$ cat config.mk
export PLATFORM = sky130hd
export DESIGN_NAME = edge_update_queue_flat
export DESIGN_NICKNAME = d
export VERILOG_FILES = /design/src/rtl/edge_update_queue_pkg.sv /design/src/rtl/edge_update_queue_if.sv /design/src/rtl/edge_update_queue_sync_fifo.sv /design/src/rtl/edge_update_queue.sv /design/src/flat_wrapper.sv
export SDC_FILE = /design/constraint.sdc
export NUM_CORES = 1
export LEC_CHECK = 0
export BUFFER_PORTS_ARGS = -buffer_cell sky130_fd_sc_hd__buf_4
export CORE_ASPECT_RATIO = 0.7
export CORE_MARGIN = 2
export CORE_UTILIZATION = 40
export CTS_CLUSTER_DIAMETER = 120
export DETAILED_ROUTE_END_ITERATION = 7
export PLACE_DENSITY_LB_ADDON = 0.3
export RECOVER_POWER = 25
export SETUP_SLACK_MARGIN = 0.2
export SLEW_MARGIN = 20
export SYNTH_ARGS = -nofsm -noshare
export SYNTH_HDL_FRONTEND = slang
export SYNTH_SLANG_ARGS = --single-unit
export TNS_END_PERCENT = 10
$ cat constraint.sdc
create_clock -name clk -period 8 [get_ports clk]
set_clock_uncertainty 0.05 [all_clocks]
set_input_delay 0 -clock clk [delete_from_list [all_inputs] [get_ports clk]]
set_output_delay 0 -clock clk [all_outputs]
set_load 0.01 [all_outputs]
$ cat src/rtl/edge_update_queue_pkg.sv
// Shared widths, register map and payload type for the edge-weight update queue.
package edge_update_queue_pkg;

  localparam int unsigned PRED_WIDTH   = 7;
  localparam int unsigned WEIGHT_WIDTH = 31;

  localparam int unsigned PRED_W_DEF   = PRED_WIDTH + 1;
  localparam int unsigned WEIGHT_W_DEF = WEIGHT_WIDTH + 1;
  localparam int unsigned DEPTH_DEF    = 16;
  localparam int unsigned CNT_W_DEF    = $clog2(DEPTH_DEF) + 1;

  // Write-side register map
  localparam logic [2:0] ADDR_PAIR   = 3'd0;
  localparam logic [2:0] ADDR_WEIGHT = 3'd1;
  localparam logic [2:0] ADDR_CLR    = 3'd2;
  localparam logic [2:0] ADDR_FLUSH  = 3'd3;

  // Read-side register map
  localparam logic [2:0] ADDR_OCC    = 3'd0;
  localparam logic [2:0] ADDR_STATUS = 3'd1;

  // Status word bit positions
  localparam int unsigned ST_EMPTY  = 0;
  localparam int unsigned ST_FULL   = 1;
  localparam int unsigned ST_OVF    = 2;
  localparam int unsigned ST_ORPHAN = 3;

  typedef struct packed {
    logic [PRED_W_DEF-1:0]   src;
    logic [PRED_W_DEF-1:0]   dst;
    logic [WEIGHT_W_DEF-1:0] weight;
  } edge_update_t;

endpackage

$ cat src/rtl/edge_update_queue_if.sv
// Avalon-MM slave port plus the valid/ready update stream toward the container.
interface edge_update_queue_if
  import edge_update_queue_pkg::*;
#(
  parameter int unsigned PRED_W   = PRED_W_DEF,
  parameter int unsigned WEIGHT_W = WEIGHT_W_DEF
) ();

  logic                chipselect;
  logic                write;
  logic                read;
  logic [2:0]          address;
  logic [WEIGHT_W-1:0] writedata;
  logic [31:0]         readdata;

  logic                upd_valid;
  logic [PRED_W-1:0]   upd_src;
  logic [PRED_W-1:0]   upd_dst;
  logic [WEIGHT_W-1:0] upd_weight;
  logic                upd_ready;

  modport slave (
    input  chipselect, write, read, address, writedata, upd_ready,
    output readdata, upd_valid, upd_src, upd_dst, upd_weight
  );

  modport master (
    output chipselect, write, read, address, writedata, upd_ready,
    input  readdata, upd_valid, upd_src, upd_dst, upd_weight
  );

endinterface

$ cat src/rtl/edge_update_queue_sync_fifo.sv
// Power-of-two ring buffer with push/pop/flush and an occupancy count.
module edge_update_queue_sync_fifo
  import edge_update_queue_pkg::*;
#(
  parameter int unsigned DEPTH = DEPTH_DEF,
  parameter int unsigned CNT_W = $clog2(DEPTH) + 1,
  parameter type         T     = edge_update_t
) (
  input  logic             clk,
  input  logic             rst_n,
  input  logic             i_push,
  input  T                 i_data,
  input  logic             i_pop,
  input  logic             i_flush,
  output T                 o_head_c,
  output logic [CNT_W-1:0] o_count,
  output logic             o_full_c,
  output logic             o_empty_c
);

  localparam int unsigned AW = $clog2(DEPTH);

  T                 r_mem [DEPTH];
  logic [AW-1:0]    r_wr_ptr;
  logic [AW-1:0]    r_rd_ptr;
  logic [CNT_W-1:0] r_count;
  logic             w_push;
  logic             w_pop;

  assign o_full_c  = (r_count == CNT_W'(DEPTH));
  assign o_empty_c = (r_count == '0);

  // Flush overrides any same-cycle push or pop
  assign w_push = i_push && !o_full_c && !i_flush;
  assign w_pop  = i_pop && !o_empty_c && !i_flush;

  always_ff @(posedge clk) begin
    if (w_push) begin
      r_mem[r_wr_ptr] <= i_data;
    end
  end

  always_ff @(posedge clk or negedge rst_n) begin
    if (!rst_n) begin
      r_wr_ptr <= '0;
      r_rd_ptr <= '0;
      r_count  <= '0;
    end else if (i_flush) begin
      r_wr_ptr <= '0;
      r_rd_ptr <= '0;
      r_count  <= '0;
    end else begin
      if (w_push) begin
        r_wr_ptr <= r_wr_ptr + AW'(1);
      end
      if (w_pop) begin
        r_rd_ptr <= r_rd_ptr + AW'(1);
      end
      case ({w_push, w_pop})
        2'b10:   r_count <= r_count + CNT_W'(1);
        2'b01:   r_count <= r_count - CNT_W'(1);
        default: r_count <= r_count;
      endcase
    end
  end

  assign o_head_c = r_mem[r_rd_ptr];
  assign o_count  = r_count;

endmodule

$ cat src/rtl/edge_update_queue.sv
// Avalon slave that pairs (src,dst) and weight writes, queues completed updates
// and presents them one at a time through a first-word-fall-through register.
module edge_update_queue
  import edge_update_queue_pkg::*;
#(
  parameter int unsigned PRED_W   = PRED_W_DEF,
  parameter int unsigned WEIGHT_W = WEIGHT_W_DEF,
  parameter int unsigned DEPTH    = DEPTH_DEF,
  parameter int unsigned CNT_W    = $clog2(DEPTH) + 1
) (
  input  logic                clk,
  input  logic                reset,
  edge_update_queue_if.slave  bus
);

  logic                w_wr;
  logic                w_rd;
  logic                w_pair_wr;
  logic                w_wt_wr;
  logic                w_clr;
  logic                w_flush;

  logic [CNT_W-1:0]    w_fifo_count;
  logic                w_fifo_full;
  logic                w_fifo_empty;
  logic [CNT_W-1:0]    w_occ;
  logic                w_full;
  logic                w_empty;
  logic                w_push;
  logic                w_load;
  logic [3:0]          w_status;
  edge_update_t        w_push_data;
  edge_update_t        w_head;

  logic                r_staged;
  logic [PRED_W-1:0]   r_staged_src;
  logic [PRED_W-1:0]   r_staged_dst;
  logic                r_overflow;
  logic                r_orphan;
  logic                r_upd_valid;
  edge_update_t        r_upd;
  logic [31:0]         r_readdata;

  assign w_wr      = bus.chipselect && bus.write;
  assign w_rd      = bus.chipselect && bus.read;
  assign w_pair_wr = w_wr && (bus.address == ADDR_PAIR);
  assign w_wt_wr   = w_wr && (bus.address == ADDR_WEIGHT);
  assign w_clr     = w_wr && (bus.address == ADDR_CLR);
  assign w_flush   = w_wr && (bus.address == ADDR_FLUSH);

  // Occupancy covers both storage and the output register
  assign w_occ   = w_fifo_count + CNT_W'(r_upd_valid);
  assign w_full  = (w_occ == CNT_W'(DEPTH));
  assign w_empty = (w_occ == '0);

  assign w_push = w_wt_wr && r_staged && !w_full && !w_fifo_full;
  assign w_load = !w_flush && !w_fifo_empty && (!r_upd_valid || bus.upd_ready);

  assign w_push_data = '{src: r_staged_src, dst: r_staged_dst, weight: bus.writedata};

  always_comb begin
    w_status = {r_orphan, r_overflow, w_full, w_empty};
  end

  edge_update_queue_sync_fifo #(
    .DEPTH (DEPTH),
    .CNT_W (CNT_W),
    .T     (edge_update_t)
  ) u_fifo (
    .clk       (clk),
    .rst_n     (reset),
    .i_push    (w_push),
    .i_data    (w_push_data),
    .i_pop     (w_load),
    .i_flush   (w_flush),
    .o_head_c  (w_head),
    .o_count   (w_fifo_count),
    .o_full_c  (w_fifo_full),
    .o_empty_c (w_fifo_empty)
  );

  // Pair staging; a weight write always consumes the staged pair, pushed or dropped
  always_ff @(posedge clk or negedge reset) begin
    if (!reset) begin
      r_staged     <= 1'b0;
      r_staged_src <= '0;
      r_staged_dst <= '0;
    end else if (w_pair_wr) begin
      r_staged     <= 1'b1;
      r_staged_src <= bus.writedata[2*PRED_W-1:PRED_W];
      r_staged_dst <= bus.writedata[PRED_W-1:0];
    end else if (w_wt_wr) begin
      r_staged     <= 1'b0;
    end
  end

  // Sticky error flags, cleared only by an explicit clear write
  always_ff @(posedge clk or negedge reset) begin
    if (!reset) begin
      r_overflow <= 1'b0;
      r_orphan   <= 1'b0;
    end else if (w_clr) begin
      r_overflow <= 1'b0;
      r_orphan   <= 1'b0;
    end else if (w_wt_wr) begin
      if (!r_staged) begin
        r_orphan <= 1'b1;
      end else if (w_full) begin
        r_overflow <= 1'b1;
      end
    end
  end

  // FWFT output register reloads from storage on the same edge as a transfer
  always_ff @(posedge clk or negedge reset) begin
    if (!reset) begin
      r_upd_valid <= 1'b0;
      r_upd       <= '0;
    end else if (w_flush) begin
      r_upd_valid <= 1'b0;
    end else if (w_load) begin
      r_upd_valid <= 1'b1;
      r_upd       <= w_head;
    end else if (bus.upd_ready) begin
      r_upd_valid <= 1'b0;
    end
  end

  // Reads sample pre-write state and appear one cycle later
  always_ff @(posedge clk or negedge reset) begin
    if (!reset) begin
      r_readdata <= '0;
    end else if (w_rd) begin
      case (bus.address)
        ADDR_OCC:    r_readdata <= 32'(w_occ);
        ADDR_STATUS: r_readdata <= {28'b0, w_status};
        default:     r_readdata <= '0;
      endcase
    end else begin
      r_readdata <= '0;
    end
  end

  assign bus.readdata   = r_readdata;
  assign bus.upd_valid  = r_upd_valid;
  assign bus.upd_src    = r_upd.src;
  assign bus.upd_dst    = r_upd.dst;
  assign bus.upd_weight = r_upd.weight;

endmodule

$ cat src/flat_wrapper.sv
// flat-port wrapper written by rule: the top's interface ports become plain ports
module edge_update_queue_flat import edge_update_queue_pkg::*;
#(
  parameter int unsigned PRED_W   = PRED_W_DEF,
  parameter int unsigned WEIGHT_W = WEIGHT_W_DEF,
  parameter int unsigned DEPTH    = DEPTH_DEF,
  parameter int unsigned CNT_W    = $clog2(DEPTH) + 1
)
  (clk, reset, bus_chipselect, bus_write, bus_read, bus_address, bus_writedata, bus_upd_ready, bus_readdata, bus_upd_valid, bus_upd_src, bus_upd_dst, bus_upd_weight);
  edge_update_queue_if #(.PRED_W(PRED_W), .WEIGHT_W(WEIGHT_W)) bus_i ();
  input  logic clk;
  input  logic reset;
  input wire logic [$bits(bus_i.chipselect)-1:0] bus_chipselect;
  input wire logic [$bits(bus_i.write)-1:0] bus_write;
  input wire logic [$bits(bus_i.read)-1:0] bus_read;
  input wire logic [$bits(bus_i.address)-1:0] bus_address;
  input wire logic [$bits(bus_i.writedata)-1:0] bus_writedata;
  input wire logic [$bits(bus_i.upd_ready)-1:0] bus_upd_ready;
  output wire logic [$bits(bus_i.readdata)-1:0] bus_readdata;
  output wire logic [$bits(bus_i.upd_valid)-1:0] bus_upd_valid;
  output wire logic [$bits(bus_i.upd_src)-1:0] bus_upd_src;
  output wire logic [$bits(bus_i.upd_dst)-1:0] bus_upd_dst;
  output wire logic [$bits(bus_i.upd_weight)-1:0] bus_upd_weight;
  assign bus_i.chipselect = bus_chipselect;
  assign bus_i.write = bus_write;
  assign bus_i.read = bus_read;
  assign bus_i.address = bus_address;
  assign bus_i.writedata = bus_writedata;
  assign bus_i.upd_ready = bus_upd_ready;
  assign bus_readdata = bus_i.readdata;
  assign bus_upd_valid = bus_i.upd_valid;
  assign bus_upd_src = bus_i.upd_src;
  assign bus_upd_dst = bus_i.upd_dst;
  assign bus_upd_weight = bus_i.upd_weight;
  edge_update_queue #(.PRED_W(PRED_W), .WEIGHT_W(WEIGHT_W), .DEPTH(DEPTH), .CNT_W(CNT_W)) u_core (.clk(clk), .reset(reset), .bus(bus_i));
endmodule
* Word level (Yosys, flattened, before mapping)
Memory sizes are Yosys's and may differ from the RTL's. A register that Yosys moved wholly into a read port is not among the register bits.
Index checks and enable logic that the tools add are counted.
** Cells by class
- Add/sub/neg operators :: 5
- Equal/unequal tests :: 8
- Mux-type cells :: 22
- Bitwise logic cells :: 1
- Reductions and logical operators :: 36
** Operators by type and width (count)
- $mux 32 :: 1
- $pmux 5 s2 :: 2
- $mux 4 :: 4
- $logic_and 1x1->1 :: 15
- $mux 1 :: 14
- $reduce_bool 2->1 :: 6
- $eq 5x5->1 const B :: 2
- $logic_not 5->1 :: 2
- $add 4x1->4 const B :: 2
- $eq 3x2->1 const B :: 2
- $logic_not 1->1 :: 6
- $reduce_bool 3->1 :: 2
- $add 5x1->5 :: 1
- $add 5x1->5 const B :: 1
- $mux 5 :: 1
- $sub 5x1->5 const B :: 1
- $reduce_and 2->1 :: 2
- $eq 3x1->1 const B :: 1
- $logic_not 3->1 :: 1
- $reduce_and 3->1 :: 1
- $eq 2x1->1 const B :: 1
- $eq 2x2->1 const B :: 1
- $ne 2x1->1 const B :: 1
- $logic_or 1x1->1 :: 1
- $not 1->1 :: 1
** Storage, ports and cells
- Bits in registers :: 65
- Bits in writable memories :: 768
- Input bits :: 41
- Output and inout bits :: 81
- Logic and storage cells :: 83
- Memories kept :: 1
** Memories
- u_core.u_fifo.r_mem :: depth 16, bits a word 48, read ports 1, clocked after memory_dff 1, write ports 1, RTL line edge_update_queue_sync_fifo.sv:23 : T r_mem [DEPTH];

* Logic depth before layout (Yosys ltp)
- Depth after elaboration :: 10
- Depth in mapped cells :: 14
- Mapped depth without buffers :: 14

* Modules after synthesis
A second synthesis with hierarchy kept.
** Unflattened totals
- Cells, all modules :: 1760
- Area total of the unflattened synthesis :: 33359.5 sq um
** Modules (own cells, without submodules)
- edge_update_queue_sync_fifo :: times used 1, cells each 1544, area each 30240.3 sq um, sequential area each 23387.4 sq um
- edge_update_queue :: times used 1, cells each 216, area each 3119.2 sq um, sequential area each 1826.8 sq um

* Worst setup path before layout
Ideal clock, no wire load.
- Path type :: register -> register
- From :: register u_core.r_upd_valid (netlist: u_core.bus.upd_valid)
- To :: memory u_core.u_fifo.r_mem[4][0] (netlist bit), enable pin
- Library setup time :: 0.513 ns
- Arrival time :: 5.234 ns
- Data required time :: 7.437 ns
- Slack :: 2.204 ns
- Cell stages (with the launch flop) :: 9
- Buffers on the path :: 1
- Period minus slack after synthesis :: 5.796 ns
- Path through :: dfrtp_1 > ha_1 > ha_1 > xor2_1 > a211oi_1 > a21oi_1 > clkbuf_1 > nand2_1 > nor3_1
** Between the ends
- Word-level cells in the longest chain between the ends :: 9
** Ends and longest elaborated chain
- start, declared :: RTL line edge_update_queue.sv:40 : logic r_upd_valid;
- start signal, assigned :: RTL line edge_update_queue.sv:117 : r_upd_valid <= 1'b0;
- start signal, assigned :: RTL line edge_update_queue.sv:120 : r_upd_valid <= 1'b0;
- start signal, assigned :: RTL line edge_update_queue.sv:122 : r_upd_valid <= 1'b1;
- $add 5x1->5 :: RTL line edge_update_queue.sv:52 : assign w_occ = w_fifo_count + CNT_W'(r_upd_valid);
- $eq 5x5->1 :: RTL line edge_update_queue.sv:53 : assign w_full = (w_occ == CNT_W'(DEPTH));
- $logic_not 1->1 :: RTL line edge_update_queue.sv:56 : assign w_push = w_wt_wr && r_staged && !w_full && !w_fifo_full;
- $logic_and 1x1->1 (2 in a row) :: RTL line edge_update_queue.sv:56
- $logic_and 1x1->1 (2 in a row) :: RTL line edge_update_queue_sync_fifo.sv:34 : assign w_push = i_push && !o_full_c && !i_flush;
- $mux 1 :: RTL line edge_update_queue_sync_fifo.sv:38 : if (w_push) begin
- $mux 1 (implied by the code) :: RTL line edge_update_queue_sync_fifo.sv:39 : r_mem[r_wr_ptr] <= i_data;
- end, declared :: RTL line edge_update_queue_sync_fifo.sv:23
No other way between the ends.

* Final worst setup path
- From :: register u_core.u_fifo.r_count[0] (netlist: u_core.u_fifo.o_count[0])
- To :: register u_core.u_fifo.r_count[4] (netlist: u_core.u_fifo.o_count[4])
** Between the ends
- Word-level cells in the longest chain between the ends :: 10
- Elaborated cells on any way between the ends :: 22
** Ends and longest elaborated chain
- start, declared :: RTL line edge_update_queue_sync_fifo.sv:26 : logic [CNT_W-1:0] r_count;
- start signal, assigned :: RTL line edge_update_queue_sync_fifo.sv:60 : 2'b10: r_count <= r_count + CNT_W'(1);
- start signal, assigned :: RTL line edge_update_queue_sync_fifo.sv:61 : 2'b01: r_count <= r_count - CNT_W'(1);
- start signal, assigned :: RTL line edge_update_queue_sync_fifo.sv:62 : default: r_count <= r_count;
- $add 5x1->5 :: RTL line edge_update_queue.sv:52
- $eq 5x5->1 :: RTL line edge_update_queue.sv:53
- $logic_not 1->1 :: RTL line edge_update_queue.sv:56
- $logic_and 1x1->1 (2 in a row) :: RTL line edge_update_queue.sv:56
- $logic_and 1x1->1 (2 in a row) :: RTL line edge_update_queue_sync_fifo.sv:34
- $eq 2x1->1 or $eq 2x2->1 (tied branches) :: RTL line edge_update_queue_sync_fifo.sv:59 : case ({w_push, w_pop})
- $pmux 5 s2 :: RTL line edge_update_queue_sync_fifo.sv:59
- $mux 5 :: RTL line edge_update_queue_sync_fifo.sv:48 : end else if (i_flush) begin
Several ways; a longest one is shown, not always the timed one.
A chain may end at the register's enable or synchronous reset.

==> results.toml <==
[run_status]
status = "finished, final reports clean"

[sta]
slew_headroom_pct = 25.1
fmax_mhz = 263
hold_viol = 0
drv_slew = 0
rsz0062_at_grt = "no"
finalSetupViolations = 0
worst_slew_pin_slew_ns = 1.12
tns_ns = 0
timing.final.crit_period_ns = 3.81
post-route-period-util_pct = 47.6

[clocking]
cts_tree = "built"
clkSinkCount = 854
htreeDepth = 3
numCtsBuffers = 82
clk_pin_slew_worst_paths_ns = 0.06
insertion_delay_ns = 0.64
cts_buffer_depth = 3
ctsResizeCount = 0
root_buffer = "clkbuf_16"

[logic_synthesis]
syn_area_per_cell_um2 = 24.4
yosysTopAreaCell = "edfxtp_1"
yosysSeqAreaShare_pct = 74.4
synth_commonest_cells = "edfxtp_1 (768), mux4_1 (149), mux4_2 (91), dfrtp_1 (86), mux2_4 (45)"
synth_top_area_share_pct = 68.0
synth_ff_type = "edfxtp_1"
synth_xor_area_share_pct = 0.306
synth_most_common_cell = "edfxtp_1"
syn_inst = 1388
ys_seq_elements = 854
synth_async_sr_flop_share_pct = 10.1
synth_cell_types = 53
synthAdderAreaFrac_pct = 0.428
synth_top_family_by_area = "multiplexers"
syn-cell-area_mm2 = 0.0339
synthMuxAreaShare_pct = 20.3
synth_compound_area_share_pct = 0.520
synth_area_leaders = "edfxtp_1 (68%), mux4_1 (12%), dfrtp_1 (6.3%), mux4_2 (6.0%), mux2_4 (2.0%)"
synth-edff-count = 768
synth_warnings = 0
yosys.area_share.simple_pct = 1.13

[floorplanning]
design.core.area_mm2 = 0.0841
dieArea_mm2 = 0.0871
die_w_um = 352
die_height_um = 248
ios = 122
num_rows = 89
initial_utilization_pct = 40.3

[critical_path]
regToRegSetupSlack_ns = 4.19
cp-end-kind = "flop"
cp_max_fo = 6
arrival_ns = 4.24
crit_type = "flop to flop"
required_ns = 8.43
start_kind = "flop"

[global_route]
antenna_found_initial = 1
grt_usage_pct = 17.1
grt_pass1_vias = 15800
grt_pass1_wl_um = 108000
globalRouteOverflowTotal = 0
grt_max_degree = 86

[route]
firstDrtPassIters = 5
drc = 0
via_count = 15100
wl_um = 74100
wire_per_inst_um = 26.7
ant_nets = 0
vias_per_cell = 5.42
drt_iter0_markers = 1574

[flow_run]
maxCapViolCount = 0

[cells_and_area]
multi_input_area_mm2 = 0.00786
final_cell_area_mm2 = 0.0386
drive_gt1_share_pct = 24.4
stdcell_count = 2778
finish.net_count = 1625
syn2layout_area_growth_pct = 13.7
ff_latch_area_mm2 = 0.0252
insertedDiodeCount = 0
fillCellCount = 6991

[placed_design]
dp_hpwl_um = 35500
placed_area_mm2 = 0.0355
portBuffers = 94
dp.cells = 2579
gp_congestion = 0.727

[power]
vdd_drop_max_uv = 254
p_leak_nw = 13.0
p_per_area_mw_per_mm2 = 319

[hold_path]
hold_class = "input port to flop"
through the flow:
step	hold slack [ns]	power (mW)	worst slack (ns)	utilization, %
after detailed placement	0.0973	8.51	4.25	42.2
after floorplan	-0.346	7.80	2.20	-
after global routing	0.252	12.8	4.01	45.9
after global placement	0.0877	8.47	4.25	42.2
final	0.217	12.3	4.19	45.9
after CTS	0.148	12.4	4.22	46.0
placed cells by master, fill, tap and decap left out, drive strengths merged, types with 3 or more instances in the layout:
cell type      n
edfxtp       768
mux4         240
clkbuf       137
buf           94
dfrtp         86
mux2          65
dlygate4sd3   46
clkinv        29
conb          27
nor2          20
inv           13
and2          12
nand2         10
ha            10
nand3          9
xor2           8
bufinv         8
o21ai          8
nor3           7
a21oi          5
clkinvlp       5
nand4          3
nand2b         3
xnor2          3
where the power goes:
part / leakage (nW) / switching [mW] / total (mW) / internal, mW
Combinational: 3.69 / 1.18 / 2.83 / 1.66
Clock: 1.31 / 1.64 / 3.89 / 2.26
Sequential: 7.95 / 0.422 / 5.55 / 5.13
routing by layer:
metal  vias to the layer above  GRT usage (%)  part of all wire (%)
met4                         2           4.14                   1.7
met1                      8188           24.8                    46
li1                       6313              -                     -
met3                        97           2.94                   5.2
met5                         -              0                 0.018
met2                       470           27.1                    47
logic make-up (layout without fill, tap and decap cells):
group | count (synthesis) | in the layout
AO/OA/AOI/OAI | 26 | 26
XOR/XNOR | 11 | 11
adder cells (fa/ha/maj) | 11 | 11
buffers and inverters | 105 | 332
flip-flops | 854 | 854
multiplexers | 307 | 307
other | 1 | 27
AND/OR/NAND/NOR | 73 | 73
flip-flops by register name, indices dropped and copies added, names as in the netlist, 4 cells and up:
| register | count |
|---|---|
| u_core.u_fifo.o_count | 5 |
| u_core.bus.upd_dst | 8 |
| u_core.u_fifo.r_rd_ptr | 4 |
| u_core.r_staged_src | 8 |
| u_core.u_fifo.r_wr_ptr | 4 |
| u_core.r_staged_dst | 8 |
| u_core.bus.readdata | 5 |
| u_core.u_fifo.r_mem | 768 |
| u_core.bus.upd_src | 8 |
| u_core.bus.upd_weight | 32 |
worst paths after layout:
kind / startpoint / end / cells after the start
max: u_core.u_fifo.o_count[0]$_DFFE_PN0P_ / u_core.u_fifo.o_count[4]$_DFFE_PN0P_ / 13
min in group asynchronous: reset / u_core.bus.upd_weight[29]$_DFFE_PN0P_ / 3
max in group asynchronous: reset / u_core.bus.upd_weight[0]$_DFFE_PN0P_ / 4
min: bus_address[0] / u_core.r_overflow$_DFFE_PN0P_ / 4
max reg2reg: u_core.u_fifo.o_count[0]$_DFFE_PN0P_ / u_core.u_fifo.o_count[4]$_DFFE_PN0P_ / 13
min reg2reg: u_core.bus.upd_dst[4]$_DFFE_PN0P_ / u_core.bus.upd_dst[4]$_DFFE_PN0P_ / 1
worst max-delay path, cell delays in order (launching register included):
cell       delay (ns)
dfrtp_1          0.44
ha_1             0.25
ha_1             0.31
or2_2            0.30
a211oi_1         0.36
and2_1           0.29
o21ai_0          0.21
fa_1             0.48
nand2b_1         0.16
o2bb2ai_1        0.21
nand2_1          0.11
nor3_1           0.05
a311oi_1         0.30
o221ai_1         0.15
layout make-up:
class                      instances  share of cell area, %
sequential                       854                   65.4
clock buffer                     108                   5.87
tap                             1137                   3.69
multi-input combinational        455                   20.4
clock inverter                    44                   1.11
inverter                          11                  0.107
timing repair buffer             169                   3.38
what timing repair did:
| action | 4_1_cts | 5_1_grt |
|---|---|---|
| hold buffers | 47 | 0 |
| buffers inserted | 0 | 0 |
| hold endpoints to repair | 595 | 0 |
| endpoints found under the setup margin | 0 | 0 |
No activity file was read; power rests on OpenSTA's default activity.
